==> src/rtl/sdram_ctrl_pkg.sv <==
// Shared types for the SDRAM control unit: FSM states, decoded commands,
// transfer size codes and the burst column generator.
package sdram_ctrl_pkg;

  typedef enum logic [2:0] {
    IDLE  = 3'd0,
    PRE   = 3'd1,
    ACT   = 3'd2,
    LAT   = 3'd3,
    BURST = 3'd4,
    WAIT  = 3'd5
  } ldState_t;

  typedef enum logic [2:0] {
    CMD_NOP,
    CMD_PRE,
    CMD_ACT,
    CMD_WRITE,
    CMD_READ
  } cmd_t;

  localparam logic [1:0] SIZE_BYTE = 2'b00;
  localparam logic [1:0] SIZE_HALF = 2'b01;
  localparam logic [1:0] SIZE_WORD = 2'b10;
  localparam logic [1:0] SIZE_RSVD = 2'b11;

  // Active-low JEDEC-style command lines, {RAS,CAS,WE} with CS low.
  function automatic cmd_t decodeCmd(input logic cs, input logic ras,
                                     input logic cas, input logic we);
    cmd_t cmd;
    cmd = CMD_NOP;
    if (!cs) begin
      case ({ras, cas, we})
        3'b010:  cmd = CMD_PRE;
        3'b011:  cmd = CMD_ACT;
        3'b100:  cmd = CMD_WRITE;
        3'b101:  cmd = CMD_READ;
        default: cmd = CMD_NOP;
      endcase
    end
    return cmd;
  endfunction

  // A programmed duration of N cycles loads N-1; zero is treated as one cycle.
  function automatic logic [7:0] timerLoad(input logic [7:0] n);
    return (n == 8'd0) ? 8'd0 : n - 8'd1;
  endfunction

  // Column for a burst beat: linear wraps at 256, sequential wraps inside a
  // 2^k aligned block while the upper bits stay fixed.
  function automatic logic [7:0] colGen(input logic [7:0] startCol,
                                        input logic [7:0] beat,
                                        input logic [2:0] k,
                                        input logic linear);
    logic [7:0] mask;
    logic [7:0] sum;
    mask = (8'd1 << k) - 8'd1;
    sum  = startCol + beat;
    return linear ? sum : ((startCol & ~mask) | (sum & mask));
  endfunction

endpackage

==> src/rtl/sdram_control_unit_if.sv <==
// Bus-side bundle of the SDRAM control unit.
// Handshake: there is no valid/ready pair. A command is a single-cycle
// CS-low strobe sampled only while the unit is idle; BusySignalOut low is
// the "ready" indication, and anything presented while busy is dropped.
interface sdram_control_unit_if;
  logic        CS, RAS, CAS, WeIn;
  logic [31:0] AddrIn;
  logic [1:0]  SizeIn;
  logic [7:0]  tburst;
  logic [2:0]  tburst_config;
  logic        addr_mode;
  logic [3:0]  tlat;
  logic [7:0]  tpre, tcas, twait;
  logic        WeOut, ReOut, PrechargeOut, ActivateOut, BusySignalOut;
  logic [7:0]  RowAddr, ColAddr;
  logic [1:0]  SizeOut;
  logic [2:0]  LdState;
  logic        RwState;

  modport master (
    output CS, RAS, CAS, WeIn, AddrIn, SizeIn, tburst, tburst_config,
           addr_mode, tlat, tpre, tcas, twait,
    input  WeOut, ReOut, PrechargeOut, ActivateOut, BusySignalOut,
           RowAddr, ColAddr, SizeOut, LdState, RwState
  );

  modport slave (
    input  CS, RAS, CAS, WeIn, AddrIn, SizeIn, tburst, tburst_config,
           addr_mode, tlat, tpre, tcas, twait,
    output WeOut, ReOut, PrechargeOut, ActivateOut, BusySignalOut,
           RowAddr, ColAddr, SizeOut, LdState, RwState
  );
endinterface

==> src/rtl/sdram_enable_unit.sv <==
// Phase sequencer: FSM, down timer and registered bank strobes.
module sdram_enable_unit
  import sdram_ctrl_pkg::*;
(
  input  logic       Clk,
  input  logic       Rst,
  input  logic       startPre,
  input  logic       startAct,
  input  logic       startWr,
  input  logic       startRd,
  input  logic [7:0] tpre,
  input  logic [7:0] tcas,
  input  logic [7:0] tburst,
  input  logic [7:0] twait,
  input  logic [3:0] tlat,
  output ldState_t   LdState,
  output logic       idle,
  output logic       BusySignalOut,
  output logic       WeOut,
  output logic       ReOut,
  output logic       PrechargeOut,
  output logic       ActivateOut,
  output logic       RwState,
  output logic       AddrGenEn
);

  ldState_t   nextState;
  logic [7:0] TimerCount;
  logic [7:0] timerVal;
  logic       TimerLd;
  logic       rwNext;
  logic [7:0] tburstQ, twaitQ;

  assign idle      = (LdState == IDLE);
  assign AddrGenEn = (nextState == BURST);
  assign rwNext    = startWr ? 1'b1 : (startRd ? 1'b0 : RwState);

  // Next-state and timer-load decisions; the timer exits a state at zero.
  always_comb begin
    nextState = LdState;
    TimerLd   = 1'b0;
    timerVal  = 8'd0;
    case (LdState)
      IDLE: begin
        if (startPre) begin
          nextState = PRE;  TimerLd = 1'b1; timerVal = timerLoad(tpre);
        end else if (startAct) begin
          nextState = ACT;  TimerLd = 1'b1; timerVal = timerLoad(tcas);
        end else if (startWr || (startRd && tlat <= 4'd1)) begin
          nextState = BURST; TimerLd = 1'b1; timerVal = timerLoad(tburst);
        end else if (startRd) begin
          // tlat counts from the command edge, so LAT itself lasts tlat-1.
          nextState = LAT;  TimerLd = 1'b1; timerVal = {4'd0, tlat} - 8'd2;
        end
      end
      PRE, ACT, WAIT: begin
        if (TimerCount == 8'd0) nextState = IDLE;
      end
      LAT: begin
        if (TimerCount == 8'd0) begin
          nextState = BURST; TimerLd = 1'b1; timerVal = timerLoad(tburstQ);
        end
      end
      BURST: begin
        if (TimerCount == 8'd0) begin
          nextState = WAIT; TimerLd = 1'b1; timerVal = timerLoad(twaitQ);
        end
      end
      default: nextState = IDLE;
    endcase
  end

  // State, timer, captured timings and strobes registered from the next state.
  always_ff @(posedge Clk) begin
    if (Rst) begin
      LdState       <= IDLE;
      TimerCount    <= 8'd0;
      tburstQ       <= 8'd0;
      twaitQ        <= 8'd0;
      RwState       <= 1'b0;
      BusySignalOut <= 1'b0;
      WeOut         <= 1'b0;
      ReOut         <= 1'b0;
      PrechargeOut  <= 1'b0;
      ActivateOut   <= 1'b0;
    end else begin
      LdState <= nextState;
      if (TimerLd)                  TimerCount <= timerVal;
      else if (TimerCount != 8'd0)  TimerCount <= TimerCount - 8'd1;
      if (idle && (startWr || startRd)) begin
        tburstQ <= tburst;
        twaitQ  <= twait;
      end
      RwState       <= rwNext;
      BusySignalOut <= (nextState != IDLE);
      WeOut         <= (nextState == BURST) && rwNext;
      ReOut         <= (nextState == BURST) && !rwNext;
      PrechargeOut  <= idle && (nextState == PRE);
      ActivateOut   <= idle && (nextState == ACT);
    end
  end

endmodule

==> src/rtl/sdram_control_unit.sv <==
// SDRAM control unit: decodes bus commands, tracks the open row, latches
// row/column/size and generates per-beat column addresses.
module sdram_control_unit
  import sdram_ctrl_pkg::*;
(
  input logic Clk,
  input logic Rst,
  sdram_control_unit_if.slave bus
);

  cmd_t       cmd;
  ldState_t   state;
  logic       idle, rowOpen, AddrGenEn;
  logic       startPre, startAct, startWr, startRd;
  logic [7:0] startCol, beat;
  logic [2:0] cfgQ;
  logic       modeQ;
  logic       unusedAddr;

  assign unusedAddr  = ^bus.AddrIn[31:8];
  assign cmd         = decodeCmd(bus.CS, bus.RAS, bus.CAS, bus.WeIn);
  assign startPre    = idle && (cmd == CMD_PRE);
  assign startAct    = idle && (cmd == CMD_ACT);
  assign startWr     = idle && rowOpen && (cmd == CMD_WRITE);
  assign startRd     = idle && rowOpen && (cmd == CMD_READ);
  assign bus.LdState = state;

  sdram_enable_unit u_enable (
    .Clk          (Clk),
    .Rst          (Rst),
    .startPre     (startPre),
    .startAct     (startAct),
    .startWr      (startWr),
    .startRd      (startRd),
    .tpre         (bus.tpre),
    .tcas         (bus.tcas),
    .tburst       (bus.tburst),
    .twait        (bus.twait),
    .tlat         (bus.tlat),
    .LdState      (state),
    .idle         (idle),
    .BusySignalOut(bus.BusySignalOut),
    .WeOut        (bus.WeOut),
    .ReOut        (bus.ReOut),
    .PrechargeOut (bus.PrechargeOut),
    .ActivateOut  (bus.ActivateOut),
    .RwState      (bus.RwState),
    .AddrGenEn    (AddrGenEn)
  );

  // Row-open flag, address/size latches and the burst column counter.
  always_ff @(posedge Clk) begin
    if (Rst) begin
      rowOpen     <= 1'b0;
      bus.RowAddr <= 8'd0;
      bus.ColAddr <= 8'd0;
      bus.SizeOut <= SIZE_BYTE;
      startCol    <= 8'd0;
      beat        <= 8'd0;
      cfgQ        <= 3'd0;
      modeQ       <= 1'b0;
    end else begin
      if (startPre) rowOpen <= 1'b0;
      if (startAct) begin
        rowOpen     <= 1'b1;
        bus.RowAddr <= bus.AddrIn[7:0];
      end
      if (startWr || startRd) begin
        startCol    <= bus.AddrIn[7:0];
        bus.SizeOut <= (bus.SizeIn == SIZE_RSVD) ? SIZE_WORD : bus.SizeIn;
        cfgQ        <= bus.tburst_config;
        modeQ       <= bus.addr_mode;
        // With no latency phase the first beat starts on this same edge.
        if (AddrGenEn) begin
          bus.ColAddr <= bus.AddrIn[7:0];
          beat        <= 8'd1;
        end else begin
          beat        <= 8'd0;
        end
      end else if (AddrGenEn) begin
        bus.ColAddr <= colGen(startCol, beat, cfgQ, modeQ);
        beat        <= beat + 8'd1;
      end
    end
  end

endmodule

==> src/flat_wrapper.sv <==
// flat-port wrapper written by rule: the top's interface ports become plain ports
module sdram_control_unit_flat import sdram_ctrl_pkg::*;
  (Clk, Rst, bus_CS, bus_RAS, bus_CAS, bus_WeIn, bus_AddrIn, bus_SizeIn, bus_tburst, bus_tburst_config, bus_addr_mode, bus_tlat, bus_tpre, bus_tcas, bus_twait, bus_WeOut, bus_ReOut, bus_PrechargeOut, bus_ActivateOut, bus_BusySignalOut, bus_RowAddr, bus_ColAddr, bus_SizeOut, bus_LdState, bus_RwState);
  sdram_control_unit_if bus_i ();
  input logic Clk;
  input logic Rst;
  input wire logic [$bits(bus_i.CS)-1:0] bus_CS;
  input wire logic [$bits(bus_i.RAS)-1:0] bus_RAS;
  input wire logic [$bits(bus_i.CAS)-1:0] bus_CAS;
  input wire logic [$bits(bus_i.WeIn)-1:0] bus_WeIn;
  input wire logic [$bits(bus_i.AddrIn)-1:0] bus_AddrIn;
  input wire logic [$bits(bus_i.SizeIn)-1:0] bus_SizeIn;
  input wire logic [$bits(bus_i.tburst)-1:0] bus_tburst;
  input wire logic [$bits(bus_i.tburst_config)-1:0] bus_tburst_config;
  input wire logic [$bits(bus_i.addr_mode)-1:0] bus_addr_mode;
  input wire logic [$bits(bus_i.tlat)-1:0] bus_tlat;
  input wire logic [$bits(bus_i.tpre)-1:0] bus_tpre;
  input wire logic [$bits(bus_i.tcas)-1:0] bus_tcas;
  input wire logic [$bits(bus_i.twait)-1:0] bus_twait;
  output wire logic [$bits(bus_i.WeOut)-1:0] bus_WeOut;
  output wire logic [$bits(bus_i.ReOut)-1:0] bus_ReOut;
  output wire logic [$bits(bus_i.PrechargeOut)-1:0] bus_PrechargeOut;
  output wire logic [$bits(bus_i.ActivateOut)-1:0] bus_ActivateOut;
  output wire logic [$bits(bus_i.BusySignalOut)-1:0] bus_BusySignalOut;
  output wire logic [$bits(bus_i.RowAddr)-1:0] bus_RowAddr;
  output wire logic [$bits(bus_i.ColAddr)-1:0] bus_ColAddr;
  output wire logic [$bits(bus_i.SizeOut)-1:0] bus_SizeOut;
  output wire logic [$bits(bus_i.LdState)-1:0] bus_LdState;
  output wire logic [$bits(bus_i.RwState)-1:0] bus_RwState;
  assign bus_i.CS = bus_CS;
  assign bus_i.RAS = bus_RAS;
  assign bus_i.CAS = bus_CAS;
  assign bus_i.WeIn = bus_WeIn;
  assign bus_i.AddrIn = bus_AddrIn;
  assign bus_i.SizeIn = bus_SizeIn;
  assign bus_i.tburst = bus_tburst;
  assign bus_i.tburst_config = bus_tburst_config;
  assign bus_i.addr_mode = bus_addr_mode;
  assign bus_i.tlat = bus_tlat;
  assign bus_i.tpre = bus_tpre;
  assign bus_i.tcas = bus_tcas;
  assign bus_i.twait = bus_twait;
  assign bus_WeOut = bus_i.WeOut;
  assign bus_ReOut = bus_i.ReOut;
  assign bus_PrechargeOut = bus_i.PrechargeOut;
  assign bus_ActivateOut = bus_i.ActivateOut;
  assign bus_BusySignalOut = bus_i.BusySignalOut;
  assign bus_RowAddr = bus_i.RowAddr;
  assign bus_ColAddr = bus_i.ColAddr;
  assign bus_SizeOut = bus_i.SizeOut;
  assign bus_LdState = bus_i.LdState;
  assign bus_RwState = bus_i.RwState;
  sdram_control_unit u_core (.Clk(Clk), .Rst(Rst), .bus(bus_i));
endmodule
==> config.mk <==
export PLATFORM = sky130hd
export DESIGN_NAME = sdram_control_unit_flat
export DESIGN_NICKNAME = d
export VERILOG_FILES = /design/src/rtl/sdram_ctrl_pkg.sv /design/src/rtl/sdram_control_unit_if.sv /design/src/rtl/sdram_enable_unit.sv /design/src/rtl/sdram_control_unit.sv /design/src/flat_wrapper.sv
export SDC_FILE = /design/constraint.sdc
export NUM_CORES = 1
export LEC_CHECK = 0
export ABC_CLOCK_PERIOD_IN_PS = 5000
export CORE_UTILIZATION = 55
export CTS_CLUSTER_SIZE = 12
export DETAILED_ROUTE_END_ITERATION = 8
export PLACE_DENSITY_LB_ADDON = 0.12
export SKIP_CTS_REPAIR_TIMING = 1
export SYNTH_ARGS = -nofsm -noshare
export SYNTH_HDL_FRONTEND = slang
export SYNTH_SLANG_ARGS = --single-unit
==> constraint.sdc <==
create_clock -name Clk -period 5 [get_ports Clk]
set_input_delay 1 -clock Clk [delete_from_list [all_inputs] [get_ports Clk]]
set_output_delay 1 -clock Clk [all_outputs]
set_load 0.01 [all_outputs]
* Yosys cells after proc, flatten, opt, wreduce, memory -nomap -nowiden
Index checks and enable logic that the tools add are counted.
** Operators by class
- $add $sub $neg :: 10
- $lt $le $gt $ge :: 1
- Equal/unequal tests :: 17
- Shifts and indexed selects :: 1
- Mux-type cells :: 42
- Bitwise operators :: 4
- Reductions and logical operators :: 28
** Operators by type and width (count)
- $mux W8 :: 19
- $sub A8 B1 Y8 const B :: 7
- $logic_not A8 Y1 :: 6
- $mux W3 :: 8
- $pmux W3 S4 :: 2
- $pmux W8 S3 :: 1
- $eq A3 B2 Y1 const B :: 7
- $eq A3 B3 Y1 const B :: 6
- $and A8 B8 Y8 :: 2
- $logic_and A1 B1 Y1 :: 11
- $mux W1 :: 10
- $eq A3 B1 Y1 const B :: 3
- $add A8 B1 Y8 const B :: 1
- $add A8 B8 Y8 :: 1
- $not A8 Y8 :: 1
- $or A8 B8 Y8 :: 1
- $reduce_bool A8 Y1 :: 1
- $shl A1 B3 Y8 const A :: 1
- $reduce_bool A2 Y1 :: 3
- $sub A4 B2 Y5 const B :: 1
- $le A4 B1 Y1 const B :: 1
- $logic_not A3 Y1 :: 1
- $reduce_bool A3 Y1 :: 1
- $reduce_or A3 Y1 :: 1
- other kinds (6) :: 7
** Word-level totals
- Bits in registers :: 72
- Bits of input ports :: 80
- Output and inout bits :: 27
- Word-level logic and storage cells :: 121

* Logic depth before layout (Yosys ltp)
Gate-level depths: netlist (run 1).
- Word-level depth :: 14
- Depth in mapped cells :: 10
- Depth with buffers taken out :: 9

* Cells and area by module
From an unflattened synthesis (run 1), not the netlist that was laid out.
** Unflattened totals
- Cell total of the unflattened synthesis :: 574
- Area, all modules :: 4548.1 µm²
** By module, submodules not included
- sdram_enable_unit :: times used 1, cells each 331, area each 2538.7 µm², sequential area each 660.6 µm²
- sdram_control_unit :: times used 1, cells each 243, area each 2009.4 µm², sequential area each 780.7 µm²

* Least setup slack after synthesis (run 1)
Ideal clock, no wire load.
- Kind :: input to register
- Start :: input port bus_tburst[2]
- End :: register u_core.u_enable.TimerCount[1]
- Library setup time :: 125 ps
- Arrival time :: 2474 ps
- Required time :: 4875 ps
- Path slack :: 2401 ps
- Stages :: 6
- Path buffers :: 0
- Path through :: or4_1 > nor4b_2 > o21ai_1 > o211ai_1 > a21oi_1 > o41a_1
** Between the ends
- Longest elaborated chain between the ends :: 7
** RTL lines
- from (decl) :: line flat_wrapper.sv:13 : input wire logic [$bits(bus_i.tburst)-1:0] bus_tburst;
- $logic_not A8 Y1 :: line sdram_ctrl_pkg.sv:46 : return (n == 8'd0) ? 8'd0 : n - 8'd1;
- $mux W8 :: line sdram_ctrl_pkg.sv:46
- $mux W8 :: line sdram_enable_unit.sv:49 : end else if (startWr || (startRd && tlat <= 4'd1)) begin
- $mux W8 :: line sdram_enable_unit.sv:47 : end else if (startAct) begin
- $mux W8 :: line sdram_enable_unit.sv:45 : if (startPre) begin
- $pmux W8 S3 :: line sdram_enable_unit.sv:43 : case (LdState)
- $mux W8 :: line sdram_enable_unit.sv:88 : if (TimerLd) TimerCount <= timerVal;
- to (signal assigned) :: line sdram_enable_unit.sv:88
- to (signal assigned) :: line sdram_enable_unit.sv:89 : else if (TimerCount != 8'd0) TimerCount <= TimerCount - 8'd1;
- to (decl) :: line sdram_enable_unit.sv:28 : logic [7:0] TimerCount;
No other way between the ends.
A chain may end at the register's enable or synchronous reset.

* Worst setup path after layout (run 1)
- Start :: input port bus_tlat[1]
- End :: register u_core.bus.ColAddr[5] in the netlist's numbering
** Between the ends
- Longest elaborated chain between the ends :: 8
** RTL lines
- from (decl) :: line flat_wrapper.sv:16 : input wire logic [$bits(bus_i.tlat)-1:0] bus_tlat;
- $le A4 B1 Y1 :: line sdram_enable_unit.sv:49
- $logic_and A1 B1 Y1 :: line sdram_enable_unit.sv:49
- $logic_or A1 B1 Y1 :: line sdram_enable_unit.sv:49
- $mux W3 :: line sdram_enable_unit.sv:49
- $mux W3 :: line sdram_enable_unit.sv:47
- $mux W3 :: line sdram_enable_unit.sv:45
- $pmux W3 S4 :: line sdram_enable_unit.sv:43
- $eq A3 B3 Y1 :: line sdram_enable_unit.sv:35 : assign AddrGenEn = (nextState == BURST);
- to (signal assigned) :: line sdram_control_unit.sv:75 : bus.ColAddr <= bus.AddrIn[7:0];
- to (signal assigned) :: line sdram_control_unit.sv:81 : bus.ColAddr <= colGen(startCol, beat, cfgQ, modeQ);
- to (decl) :: line sdram_control_unit_if.sv:31 : RowAddr, ColAddr, SizeOut, LdState, RwState
No other way between the ends.

==> results.rst, run 1 <==
.. list-table::
   :header-rows: 1

   * - Metric
     - Value
   * - Worst-case hold path end point
     - u_core.bus.ColAddr[4]
   * - Clock latency on the worst-skew pair
     - between 0.3 and 0.4 ns
   * - Total iterations of the first detailed-routing run
     - 5
   * - Max stage delay on crit path
     - 0.56 ns
   * - Proportion of synthesized flip-flops having asynchronous set or reset
     - 0%
   * - Leading cell types by total area after synthesis
     - sky130_fd_sc_hd__dfxtp_1, sky130_fd_sc_hd__nand2_1, sky130_fd_sc_hd__a21oi_1
   * - Fraction of final layout cells sized beyond drive strength 1
     - 6.10%
   * - Data arrival at the endpoint of the critical path
     - 3.49 ns
   * - Number of I/O pins
     - about 110
   * - Required arrival time at the worst endpoint
     - 5.29 ns
   * - Setup total negative slack
     - 0 ns
   * - Pwr Density
     - 279 nW/um^2
   * - Average size of a mapped cell
     - 7.76 um^2
   * - Vertical die dimension
     - 93.6 um
   * - Instance count after placement with tap cells included
     - around 760
   * - Number of nets in the layout
     - 769
   * - Post-detailed-routing wire length
     - 12500 um
   * - Layout Area Growth over Synthesis
     - 22.4%
   * - Sequential cell area fraction in the yosys report
     - 31.2%
   * - Max-slew violation total from the final report
     - 0
   * - Critical path, cell by cell
     - clkdlybuf4s50_1 -> o31ai_1 -> nand3_2 -> a21oi_4 -> or2_0 -> o311ai_0 -> a21oi_1
   * - Maximum level of the CTS H-tree
     - 3
   * - Largest net degree at the start of global routing
     - 62
   * - Remaining DRCs
     - 0
   * - Met2 track demand over resource in global routing
     - 46.5%
   * - Type of element launching the critical path
     - primary input
   * - Leak Pwr
     - roughly 2.1 nW
   * - Top fanout value on the critical path
     - 9
   * - Number of enable-type register cells in the synthesized netlist
     - 0
   * - Antenna diode instance count
     - 0
   * - Most congested layer reported by global routing
     - met2
   * - Total vias in the final route
     - around 4.6k
   * - Slew @ Worst Pin
     - between 0.9 and 1 ns
   * - Wire per inst
     - 16.1 um
   * - Setup clock skew after layout
     - roughly 0.016 ns
   * - Worst-path cell with the longest stage delay
     - sky130_fd_sc_hd__o31ai_1
   * - Placement Rows
     - 33
   * - DR iter-0 viols
     - 277
   * - Worst hold stages
     - 2
   * - Type of the worst min-delay path
     - reg -> reg
   * - Achievable clock frequency
     - ~0.31 GHz
   * - First-pass GRT wire length
     - about 20000 um
   * - Run status
     - finished, final reports clean
   * - Routability cong.
     - 0.926
   * - Overall power
     - roughly 0.0016 W
   * - Count of fill cells added during filler insertion
     - 702
   * - Syn Nets
     - between 600 and 700
   * - TritonCTS clock tree
     - done
   * - Number of buffers on the longest clock path
     - 2
   * - Leading cell types in the layout, fill and taps excluded
     - sky130_fd_sc_hd__nand2_1, sky130_fd_sc_hd__clkdlybuf4s50_1, sky130_fd_sc_hd__dfxtp_1
   * - Number of cells produced by synthesis
     - 595
   * - Sinks on Clock Net
     - 72
   * - CTS root buffer
     - sky130_fd_sc_hd__clkbuf_8
   * - RSZ-0062 raised after global routing
     - no
   * - Via count of the first global-routing pass
     - about 4.2k
   * - Minimum hold slack
     - 0.458 ns
   * - Cell type group with the largest total delay on the critical path
     - compound AO/OA/AOI/OAI gates
   * - Launch point of the worst hold path
     - u_core.bus.ColAddr[4]
   * - Antenna Violating Nets Remaining
     - 0
   * - Initial antenna violation count
     - 0
   * - Post-detailed-route via-to-cell ratio
     - 5.94
   * - Beginning of the worst register-to-register path
     - u_core.u_enable.TimerCount[0]
   * - Final instance count without filler cells
     - just under 800
   * - Post-Layout Inst Area
     - 5650 um^2
   * - Synth Flop Type
     - sky130_fd_sc_hd__dfxtp_1
   * - Path depth of the worst reg2reg path
     - 8
   * - Worst setup slack for register-to-register paths
     - ~2.5 ns
   * - CTS clk-pin slew, worst paths
     - approximately 0.090 ns
   * - Yosys top cell by area
     - sky130_fd_sc_hd__dfxtp_1
   * - Type of destination of the critical path
     - flip-flop
   * - Total GRT Usage
     - between 20 and 30%
   * - Initial core utilization
     - 56.5%
   * - #FFs+latches synth
     - 72
   * - Inserted Clock Buffers
     - 9
   * - Most common cell after layout, fill and taps aside
     - sky130_fd_sc_hd__nand2_1
   * - Met1 Usage GRT
     - just over 40%
   * - Count of input and output buffers
     - 82
   * - Final setup vio count
     - 0
   * - M3 GR Usage
     - under 10%
   * - Placeable core region
     - 8180 um^2
   * - Unique cell type count in the Yosys netlist
     - 72
   * - Area share of the largest cell type after synthesis
     - 31.2%
   * - DP HPWL
     - 9240 um
   * - Max rail drop VDD
     - 0.237 mV
   * - Total of warnings raised by yosys
     - 0
   * - Total of max-cap violations
     - 0
   * - Chip width
     - approximately 94 um
   * - Hold Fails Final Rpt
     - 0
   * - Post-route fraction of the period consumed by the critical path
     - between 60% and 70%
   * - Placed cell area
     - around 5500 um^2
   * - Overall die area
     - 8760 um^2
   * - Final period demand of the worst path
     - 3.20 ns
   * - Buf/Inv on CP
     - 1
   * - Sum of overflow across all layers after global routing
     - 0
   * - Worst-case headroom to the max-slew limit
     - 34.6%
   * - Classification of the worst setup path
     - in -> reg
   * - FF-to-FF End
     - u_core.beat[4]
   * - Startpoint of the worst setup timing path
     - bus_tlat[1]
   * - Syn Std Cell Area
     - 4620 um^2
## sequential cells by signal, summed over array words and instances, names as in the netlist, 2 cells and up
signal,count
u_core.u_enable.LdState,3
u_core.bus.RowAddr,8
u_core.bus.SizeOut,2
u_core.cfgQ,3
u_core.u_enable.TimerCount,8
u_core.u_enable.twaitQ,8
u_core.u_enable.tburstQ,8
u_core.startCol,8
u_core.bus.ColAddr,8
u_core.beat,8
## synthesized netlist by cell type, types with 3 or more instances
cell type and instances:
sky130_fd_sc_hd__nand2_1 101, sky130_fd_sc_hd__dfxtp_1 72, sky130_fd_sc_hd__a21oi_1 68, sky130_fd_sc_hd__nor2_1 52
sky130_fd_sc_hd__inv_1 24, sky130_fd_sc_hd__ha_1 21, sky130_fd_sc_hd__xnor2_1 21, sky130_fd_sc_hd__clkbuf_1 19
sky130_fd_sc_hd__nor3_1 18, sky130_fd_sc_hd__o21ai_0 18, sky130_fd_sc_hd__xor2_1 15, sky130_fd_sc_hd__mux2i_1 12
sky130_fd_sc_hd__nand3_1 12, sky130_fd_sc_hd__nor3b_1 11, sky130_fd_sc_hd__o211ai_1 8, sky130_fd_sc_hd__o22ai_1 8
sky130_fd_sc_hd__a211oi_1 7, sky130_fd_sc_hd__nor4_1 7, sky130_fd_sc_hd__or3_1 7, sky130_fd_sc_hd__nor2b_1 6
sky130_fd_sc_hd__a311oi_1 5, sky130_fd_sc_hd__a31oi_1 4, sky130_fd_sc_hd__and3_1 4, sky130_fd_sc_hd__nand3b_1 4
sky130_fd_sc_hd__o31ai_1 4, sky130_fd_sc_hd__and2_1 3, sky130_fd_sc_hd__buf_4 3, sky130_fd_sc_hd__o221ai_1 3
sky130_fd_sc_hd__o311ai_0 3, sky130_fd_sc_hd__or4_1 3
## metal layers
layer | vias to the layer above | part of all wire [%]
met3 | 20 | 6.3
met5 | - | 0
met2 | 159 | 45
li1 | 2261 | -
met4 | 0 | 1.5
met1 | 2179 | 47
## how the worst max path moves through the flow
stage	end	slack (ns)	depth (start not counted)
floorplan	u_core.u_enable.TimerCount[1]	2.40	6
global placement	u_core.bus.ColAddr[5]	1.48	7
detailed placement	u_core.bus.ColAddr[4]	1.49	7
CTS	u_core.u_enable.TimerCount[0]	1.82	7
global route	u_core.bus.ColAddr[5]	1.63	7
finish	u_core.bus.ColAddr[5]	1.80	7
## cell families (layout without fill, tap and decap cells)
| family | Yosys count | after routing | synth area share [%] |
|---|---|---|---|
| simple gates | 252 | 252 | 27.9 |
| mux | 12 | 12 | 2.60 |
| xor+xnor | 36 | 36 | 6.83 |
| compound gates | 151 | 151 | 20.8 |
| buf+inv | 50 | 127 | 4.55 |
| fa+ha+maj | 22 | 22 | 6.13 |
| flops | 72 | 72 | 31.2 |
## worst min-delay path, cell delays in order, from the launching register on
cell and delay, ns:
sky130_fd_sc_hd__dfxtp_1 0.31, sky130_fd_sc_hd__nand2_1 0.05, sky130_fd_sc_hd__a21oi_1 0.05
## where the power goes
| part | leakage, nW | internal (W) | switching [W] | total, W |
|---|---|---|---|---|
| logic | 1.44 | 0.000235 | 0.000263 | 0.000499 |
| clock network | 0.0831 | 0.000182 | 0.000236 | 0.000419 |
| registers | 0.582 | 0.000612 | 0.0000491 | 0.000661 |
## per-stage QoR
| step | utilization, % | setup slack, ns |
|---|---|---|
| 6_report | 69.1 | 1.80 |
| 2_1_floorplan | - | 2.40 |
| 5_1_grt | 69.1 | 1.63 |
| 3_3_place_gp | 67.0 | 1.48 |
| 4_1_cts | 69.1 | 1.82 |
| 3_5_place_dp | 67.0 | 1.49 |
## final cells by class
| class | count | area, um^2 | share of cell area [%] |
|---|---|---|---|
| clock buffer | 10 | 128 | 2.26 |
| clock inverter | 6 | 42.5 | 0.753 |
| inverter | 24 | 90.1 | 1.59 |
| multi-input combinational | 473 | 2960 | 52.5 |
| sequential | 72 | 1440 | 25.5 |
| tap | 105 | 131 | 2.33 |
| timing repair buffer | 87 | 853 | 15.1 |
Note: power is estimated with default switching activity, not from simulation.
==> run 2, diff against run 1 <==
ABC_CLOCK_PERIOD_IN_PS = 2650   (was 5000)
CORE_UTILIZATION = 46   (was 55)
clock period = 2.65 ns   (was 5 ns; I/O delays follow)
==> run 2 against run 1 <==
  * Die area rose by 19%
  * Register-to-register slack got worse by 2.2 ns
  * Worst hold slack lost 0.0034 ns
  * Utilization down 7.8 points
  * First-iteration DRC count fell by 27%
  * Final cell count is 7.5% higher
  * Routed wire length is 3.8% higher
  * Flip-flop and latch count is the same
  * Global-route usage fell by 3.0 points
  * Clock skew shrank 0.0065 ns
==> results.rst, run 2 (same netlist as run 1, synthesis figures left out) <==
.. list-table::
   :header-rows: 1

   * - Metric
     - Value
   * - Inserted Clock Buffers
     - 9
   * - Initial core utilization
     - 47.4%
   * - TritonCTS clock tree
     - done
   * - Vertical die dimension
     - 102 um
   * - Layout Area Growth over Synthesis
     - 29.3%
   * - Worst-case headroom to the max-slew limit
     - 57.4%
   * - CTS clk-pin slew, worst paths
     - 0.07 ns
   * - Required arrival time at the worst endpoint
     - 2.89 ns
   * - Classification of the worst setup path
     - reg -> reg
   * - Post-detailed-route via-to-cell ratio
     - 5.58
   * - Maximum level of the CTS H-tree
     - 3
   * - Chip width
     - 102 um
   * - Total GRT Usage
     - 26.3%
   * - Antenna Violating Nets Remaining
     - 0
   * - Fraction of final layout cells sized beyond drive strength 1
     - 9.83%
   * - CTS root buffer
     - sky130_fd_sc_hd__clkbuf_8
   * - Wire per inst
     - 15.5 um
   * - Initial antenna violation count
     - 0
   * - Placeable core region
     - 9730 um^2
   * - Count of fill cells added during filler insertion
     - 916
   * - Sum of met3 wire segment lengths after detailed routing
     - 660 um
   * - Layout Utilization
     - 61.3%
   * - Count of input and output buffers
     - a little over 80
   * - Antenna diode instance count
     - 0
   * - Most common cell after layout, fill and taps aside
     - sky130_fd_sc_hd__nand2_1
   * - Sum of overflow across all layers after global routing
     - 0
   * - Largest net degree at the start of global routing
     - 61
   * - Leak Pwr
     - 2.28 nW
   * - Overall power
     - between 0.003 and 0.004 W
   * - RSZ-0062 raised after global routing
     - no
   * - Final instance count without filler cells
     - 835
   * - Clock latency on the worst-skew pair
     - 0.35 ns
   * - Final period demand of the worst path
     - between 2 and 2.5 ns
   * - Metal-1 WL
     - approximately 6400 um
   * - Type of destination of the critical path
     - flip-flop
   * - Routability cong.
     - 0.894
   * - Type of element launching the critical path
     - flip-flop
   * - Remaining DRCs
     - 0
   * - Total of max-cap violations
     - 0
   * - DP HPWL
     - 9870 um
   * - Max-slew violation total from the final report
     - 0
   * - Total iterations of the first detailed-routing run
     - 4
   * - Worst setup slack for register-to-register paths
     - 0.22 ns
   * - Slew @ Worst Pin
     - roughly 0.63 ns
   * - Setup clock skew after layout
     - just under 0.01 ns
   * - Hold Fails Final Rpt
     - 0
   * - Pwr Density
     - ~530 nW/um^2
   * - Number of buffers on the longest clock path
     - 2
   * - Total vias in the final route
     - ~4.7k
   * - Overall die area
     - roughly 10000 um^2
   * - Sinks on Clock Net
     - just over 70
   * - Number of I/O pins
     - 107
   * - Sequential standard cell area
     - about 1400 um^2
   * - DR iter-0 viols
     - around 200
   * - First-pass GRT wire length
     - 21300 um
   * - Top fanout value on the critical path
     - 7
   * - Run status
     - finished, final reports clean
   * - Highest metal layer used by the detailed router
     - met4
   * - Achievable clock frequency
     - 0.412 GHz
   * - Placement Rows
     - 36
   * - Max rail drop VDD
     - 0.296 mV
   * - Number of nets in the layout
     - 799
   * - Via count of the first global-routing pass
     - 4355
   * - Leading cell types in the layout, fill and taps excluded
     - sky130_fd_sc_hd__nand2_1, sky130_fd_sc_hd__clkdlybuf4s50_1, sky130_fd_sc_hd__dfxtp_1
   * - Type of the worst min-delay path
     - reg -> reg
   * - Wire length on met2
     - 5810 um
   * - Instance count after placement with tap cells included
     - 819
   * - Post-detailed-routing wire length
     - 13000 um
   * - Final setup vio count
     - 0
   * - Multi-input gate area
     - 2960 um^2
   * - Post-route fraction of the period consumed by the critical path
     - roughly nine tenths
   * - Data arrival at the endpoint of the critical path
     - 2.67 ns
-- run 2: cell types whose count changed in the layout (fill, tap and decap cells not counted), sizes merged --
cell | previous run | this run
buf | 6 | 36
bufinv | 0 | 2
clkbuf | 10 | 13
clkinv | 2 | 1
clkinvlp | 2 | 0
inv | 26 | 24
-- run 2: path summary, 6_finish.rpt --
| kind | start | depth (start not counted) | to |
|---|---|---|---|
| max | u_core.u_enable.TimerCount[0] | 9 | u_core.bus.ColAddr[6] |
| min | u_core.bus.ColAddr[5] | 2 | u_core.bus.ColAddr[5] |
| max reg2reg | u_core.u_enable.TimerCount[0] | 9 | u_core.bus.ColAddr[6] |
| min reg2reg | u_core.bus.ColAddr[5] | 2 | u_core.bus.ColAddr[5] |
-- run 2: layer usage --
| metal | vias up | track usage, % |
|---|---|---|
| met5 | - | 0 |
| met4 | 0 | 6.15 |
| met3 | 11 | 4.17 |
| met2 | 146 | 40.9 |
| met1 | 2182 | 38.1 |
| li1 | 2323 | - |
-- run 2: layout make-up --
class / instances / share of cell area [%]
clock buffers: 13 / 2.50
clock inverters: 3 / 1.09
inverters: 24 / 1.51
multi-input cells: 473 / 49.7
flip-flops and latches: 72 / 24.2
well taps: 133 / 2.79
repair buffers: 117 / 18.3
-- run 2: per-stage QoR --
| stage | setup slack, ns | hold slack, ns | setup TNS, ns | area (um^2) |
|---|---|---|---|---|
| floorplan | 0.521 | 0.445 | 0 | 4620 |
| global placement | -0.0558 | 0.441 | -0.0679 | 5750 |
| detailed placement | -0.0644 | 0.447 | -0.225 | 5750 |
| CTS | 0.224 | 0.457 | 0 | 5970 |
| global route | 0.0697 | 0.473 | 0 | 5970 |
| finish | 0.221 | 0.455 | 0 | 5970 |
-- run 2: report_power, final --
group / internal (W) / leakage, nW / total [W] / switching (W)
registers: 0.00116 / 0.582 / 0.00125 / 0.0000913
clock network: 0.000556 / 0.108 / 0.000952 / 0.000396
logic: 0.000465 / 1.59 / 0.000981 / 0.000515
-- run 2: worst max-delay path: stages (launching register included) --
cell	delay [ns]
sky130_fd_sc_hd__dfxtp_1	0.36
sky130_fd_sc_hd__inv_1	0.07
sky130_fd_sc_hd__ha_1	0.28
sky130_fd_sc_hd__or4b_4	0.54
sky130_fd_sc_hd__o21ai_2	0.18
sky130_fd_sc_hd__a21oi_4	0.08
sky130_fd_sc_hd__nor2_2	0.31
sky130_fd_sc_hd__buf_4	0.22
sky130_fd_sc_hd__nor3_1	0.05
sky130_fd_sc_hd__a32o_1	0.23
